File: src/rtl/nor_seq_disj_pkg.sv
// Shared definitions for the NOR-sequenced disjunction controller:
// FSM state encodings, micro-program op codes and default widths.
// Optional feature macro: NOR_SEQ_OPSEL_EN (enables the op-select micro-programs).
package nor_seq_disj_pkg;

  localparam int DEF_W     = 4;
  localparam int DEF_CNT_W = 8;

  typedef enum logic [1:0] {
    IDLE  = 2'd0,
    STEP1 = 2'd1,
    STEP2 = 2'd2,
    STEP3 = 2'd3
  } state_t;

  localparam logic [1:0] OP_ORNB = 2'b00;  // a | ~b
  localparam logic [1:0] OP_OR   = 2'b01;  // a | b
  localparam logic [1:0] OP_AND  = 2'b10;  // a & b

  // Reserved code 11 runs the default a|~b program.
  function automatic logic [1:0] eff_op(input logic [1:0] op);
    return (op == 2'b11) ? OP_ORNB : op;
  endfunction

endpackage

File: src/rtl/nor_seq_disj_nor_cell.sv
// W-bit bitwise NOR: the single shared datapath cell, one nor gate per bit.
module nor_cell #(
  parameter int W = 4
) (
  input  logic [W-1:0] x,
  input  logic [W-1:0] z,
  output logic [W-1:0] y
);

  // One primitive NOR gate per bit, all bits evaluated in parallel.
  for (genvar i = 0; i < W; i++) begin : g_bit
    nor u_nor (y[i], x[i], z[i]);
  end

endmodule

File: src/rtl/nor_seq_disj.sv
// Multi-cycle controller computing s = a | ~b through one shared NOR cell.
// Optional feature macro: NOR_SEQ_OPSEL_EN -- when defined, op selects
// a|~b (00/11), a|b (01, two steps) or a&b (10); otherwise op is ignored.
//
// state | meaning
// IDLE  | waiting for start; NOR inputs held at 0
// STEP1 | first NOR micro-step  (r0)
// STEP2 | second NOR micro-step (r1)
// STEP3 | final NOR into s, pulse done, count the operation
module nor_seq_disj
  import nor_seq_disj_pkg::*;
#(
  parameter int W     = DEF_W,
  parameter int CNT_W = DEF_CNT_W
) (
  input  logic             clk,
  input  logic             reset_n,
  input  logic             start,
  input  logic [W-1:0]     a,
  input  logic [W-1:0]     b,
  input  logic [1:0]       op,
  output logic             busy,
  output logic             done,
  output logic [W-1:0]     s,
  output logic [CNT_W-1:0] op_cnt
);

  state_t       state;
  logic [W-1:0] a_q, b_q, r0, r1;
  logic [1:0]   op_q;
  logic [W-1:0] nor_x, nor_z, nor_y;

`ifndef NOR_SEQ_OPSEL_EN
  logic unused_op;
  assign unused_op = ^op;
`endif

  nor_cell #(.W(W)) u_nor_cell (
    .x (nor_x),
    .z (nor_z),
    .y (nor_y)
  );

  // Route operands/scratch into the shared NOR cell according to the current micro-step.
  always_comb begin
    nor_x = '0;
    nor_z = '0;
    case (state)
      STEP1: begin
        if (op_q == OP_AND) begin
          nor_x = a_q;
          nor_z = a_q;
        end else begin
          nor_x = b_q;
          nor_z = b_q;
        end
      end
      STEP2: begin
        if (op_q == OP_AND) begin
          nor_x = b_q;
          nor_z = b_q;
        end else if (op_q == OP_OR) begin
          nor_x = a_q;
          nor_z = b_q;
        end else begin
          nor_x = a_q;
          nor_z = r0;
        end
      end
      STEP3: begin
        if (op_q == OP_AND) begin
          nor_x = r0;
          nor_z = r1;
        end else begin
          nor_x = r1;
          nor_z = r1;
        end
      end
      default: begin
        nor_x = '0;
        nor_z = '0;
      end
    endcase
  end

  // Sequencer: latch request, capture one NOR result per step, publish result and count.
  always_ff @(posedge clk) begin
    if (!reset_n) begin
      state  <= IDLE;
      busy   <= 1'b0;
      done   <= 1'b0;
      s      <= '0;
      op_cnt <= '0;
      a_q    <= '0;
      b_q    <= '0;
      r0     <= '0;
      r1     <= '0;
      op_q   <= OP_ORNB;
    end else begin
      done <= 1'b0;
      case (state)
        IDLE: begin
          if (start) begin
            a_q  <= a;
            b_q  <= b;
            busy <= 1'b1;
`ifdef NOR_SEQ_OPSEL_EN
            op_q  <= eff_op(op);
            // a|b needs no inverted operand, so its first step is skipped.
            state <= (eff_op(op) == OP_OR) ? STEP2 : STEP1;
`else
            op_q  <= OP_ORNB;
            state <= STEP1;
`endif
          end
        end
        STEP1: begin
          r0    <= nor_y;
          state <= STEP2;
        end
        STEP2: begin
          r1    <= nor_y;
          state <= STEP3;
        end
        STEP3: begin
          s      <= nor_y;
          done   <= 1'b1;
          busy   <= 1'b0;
          op_cnt <= op_cnt + 1'b1;
          state  <= IDLE;
        end
        default: state <= IDLE;
      endcase
    end
  end

endmodule
File: config.mk
export PLATFORM = sky130hd
export DESIGN_NAME = nor_seq_disj
export DESIGN_NICKNAME = d
export VERILOG_FILES = /design/src/rtl/nor_seq_disj_pkg.sv /design/src/rtl/nor_seq_disj_nor_cell.sv /design/src/rtl/nor_seq_disj.sv
export SDC_FILE = /design/constraint.sdc
export NUM_CORES = 1
export LEC_CHECK = 0
export CORE_AREA = 2 2 61 63
export DETAILED_ROUTE_END_ITERATION = 8
export DIE_AREA = 0 0 63 65
export SYNTH_ARGS = -nofsm -noshare
export SYNTH_HDL_FRONTEND = slang
export SYNTH_SLANG_ARGS = --single-unit
File: constraint.sdc
create_clock -name clk -period 1.7 [get_ports clk]
set_input_delay 0.34 -clock clk [delete_from_list [all_inputs] [get_ports clk]]
set_output_delay 0.34 -clock clk [all_outputs]
set_load 0.05 [all_outputs]
==> flow_metrics.tcl <==
set metrics [dict create \
    drt-vias-per-instance 4.89 \
    dpl.hpwl_um 1890 \
    cts_tree "done" \
    drive_above_1_share 0.148 \
    cts_resized 0 \
    dieArea_mm2 0.00410 \
    vias 1095 \
    ys_warn_count 0 \
    port_buffers 24 \
    first_pass_iters 4 \
    max_freq_mhz 691 \
    syn_inst 150 \
    skew_ps 10.9 \
    drt-total-wl_um 2640 \
    hold_slack_ps 474 \
    antenna_cells 0 \
    yosys_register_bits 32 \
    slowest_stage "ha_1" \
    place_ws_ps 255 \
    hp-class "reg2reg" \
    grt_pass1_vias 1039 \
    crit_chain "inv_1, ha_1, nand2_1, nand2_1, a21boi_0" \
    yosysTopAreaCell "dfxtp_1" \
    routedWlPerCell_um 11.8 \
    clock_path_buffers 2 \
    drt_iter0_drc 52 \
    syn-mean-instance-area_um2 8.97 \
    htree_levels 2 \
    synth_area_mm2 0.00135 \
    tightest_slew_ps 377 \
    cpMostUsedCell "nand2_1" \
    critPathCaptureType "register" \
    areaGrowthSynthToFinish_pct 23.8 \
    cts-root-buf "clkbuf_4" \
    yosysSeqAreaShare 0.476 \
    start_util 0.385 \
    status "finished clean" \
    io_pins 27 \
    rsz0062_at_grt "false" \
    track_usage 0.144 \
    p_total_mw 2.15 \
    critPathArrivalTime_ps 1660 \
    yosys.cell_types.count 25 \
    critPathKind "reg2reg" \
    total_leakage_power_nw 0.691 \
    final_area_mm2 0.00167 \
    drc 0 \
    grt_pass1_wl_um 4610 \
    cts_buffers 5 \
    ant_nets 0 \
    final_util 0.476 \
    place_congestion 0.700 \
    setup_tns_ps 0 \
    dpl_cell_area_mm2 0.00160 \
    powerDensity_mw_per_mm2 1290 \
    fin_crit_ps 1450 \
    synth_nets 169 \
    post_cts_buffers 0 \
    gr-total-overflow 0 \
    synth_top_area_frac 0.476 \
    worst_setup_path_start_kind "register" \
    cts_sinks 32 \
    dp.cells 216 \
    hold_buffers 0 \
    coreArea_mm2 0.00350 \
    setup_ws_ps 253 \
    fp-row-count 22 \
    grt_max_degree 33 \
    final_cell_mix "32 x dfxtp_1, 19 x o21ai_0, 16 x nand2_1, 16 x buf_4, 13 x a21oi_1" \
    maxCapViolCount 0 \
    final_cells 224 \
    finalSetupViolCount 0 \
    maxSlewViolCount 0 \
    fin_crit_sh 0.851 \
    die_h_um 65 \
    final_common_cell "dfxtp_1" \
    slew_headroom 0.749 \
    finalHoldViolCount 0 \
    synthTopCellsByArea "dfxtp_1 48%, o21ai_0 7.1%, ha_1 5.6%" \
    cp_max_fo 11 \
    antenna_found_initial 0 \
    die-width_um 63 \
    clk_pin_slew_worst_paths_ps 90 \
    crit_path_max_incr_delay_ps 400 \
    nets 194 \
    required_ps 1910 \
    peakVddDrop_v 0.000546 \
    fillerInstances 354 \
    clk_latency_ps 330 \
]
kinds of logic (layout without fill, tap and decap cells):
| logic type | Yosys count | after routing | synth area share |
|---|---|---|---|
| fa+ha+maj | 6 | 6 | 0.0558 |
| simple gates | 45 | 45 | 0.173 |
| compound gates | 49 | 49 | 0.215 |
| buf+inv | 12 | 38 | 0.0391 |
| xor+xnor | 4 | 4 | 0.0261 |
| mux | 2 | 2 | 0.0149 |
| flops | 32 | 32 | 0.476 |
path summary, 6_finish.rpt:
check	startpoint	to	slack, ps	cells past startpoint
hold reg to reg	a_q[2]$_SDFFE_PN0P_	a_q[2]$_SDFFE_PN0P_	470	2
setup / recovery	state[0]$_SDFFE_PN0P_	b_q[3]$_SDFFE_PN0P_	250	5
setup reg to reg	state[0]$_SDFFE_PN0P_	b_q[3]$_SDFFE_PN0P_	250	5
hold / removal	a_q[2]$_SDFFE_PN0P_	a_q[2]$_SDFFE_PN0P_	470	2
worst max-delay path: cells and delay by family, from the launching register on:
family | cells | cell delay [ps]
fa+ha+maj | 1 | 400
simple gates | 2 | 390
flops | 1 | 350
buf+inv | 1 | 120
compound gates | 1 | 80
cell type report:
class | count | area [µm²] | share of cell area
Clock buffer | 6 | 51.3 | 0.0308
Clock inverter | 2 | 10.0 | 0.00601
Inverter | 3 | 11.3 | 0.00676
Multi-Input combinational cell | 106 | 652 | 0.391
Sequential cell | 32 | 641 | 0.385
Tap cell | 48 | 60.1 | 0.0361
Timing Repair Buffer | 27 | 240 | 0.144
report_power, final:
group / leakage (nW) / total [mW] / internal (mW) / switching [mW]
sequential: 0.261 / 0.989 / 0.900 / 0.0895
combinational: 0.392 / 0.713 / 0.260 / 0.453
clock: 0.0380 / 0.444 / 0.197 / 0.247
layer usage:
metal  up-vias  part of all wire  track usage
li1        574                 -            -
met1       495              0.47        0.158
met2        24              0.47        0.249
met3         2             0.055       0.0573
met4         0            0.0068       0.0583
met5         -                 0            0
cells in the mapped netlist:
library cell  instances
a21boi_0              9
a21boi_1              2
a21oi_1              13
a22oi_1               4
and2_1                6
buf_2                 3
buf_4                 1
clkbuf_1              5
dfxtp_1              32
ha_1                  6
inv_1                 3
mux2i_1               2
nand2_1              16
nand2b_1              1
nand3_1              10
nand4_1               2
nand4_2               1
nor2_1                1
nor2b_1               5
o211a_1               1
o21ai_0              19
o22ai_1               1
or3_1                 3
xnor2_1               3
xor2_1                1
flip-flops by register name (all words and copies together) (netlist names):
register / cells
busy: 1
r1: 4
a_q: 4
op_cnt: 8
state: 2
s: 4
done: 1
b_q: 4
r0: 4
(Power assumes the default switching activity.)
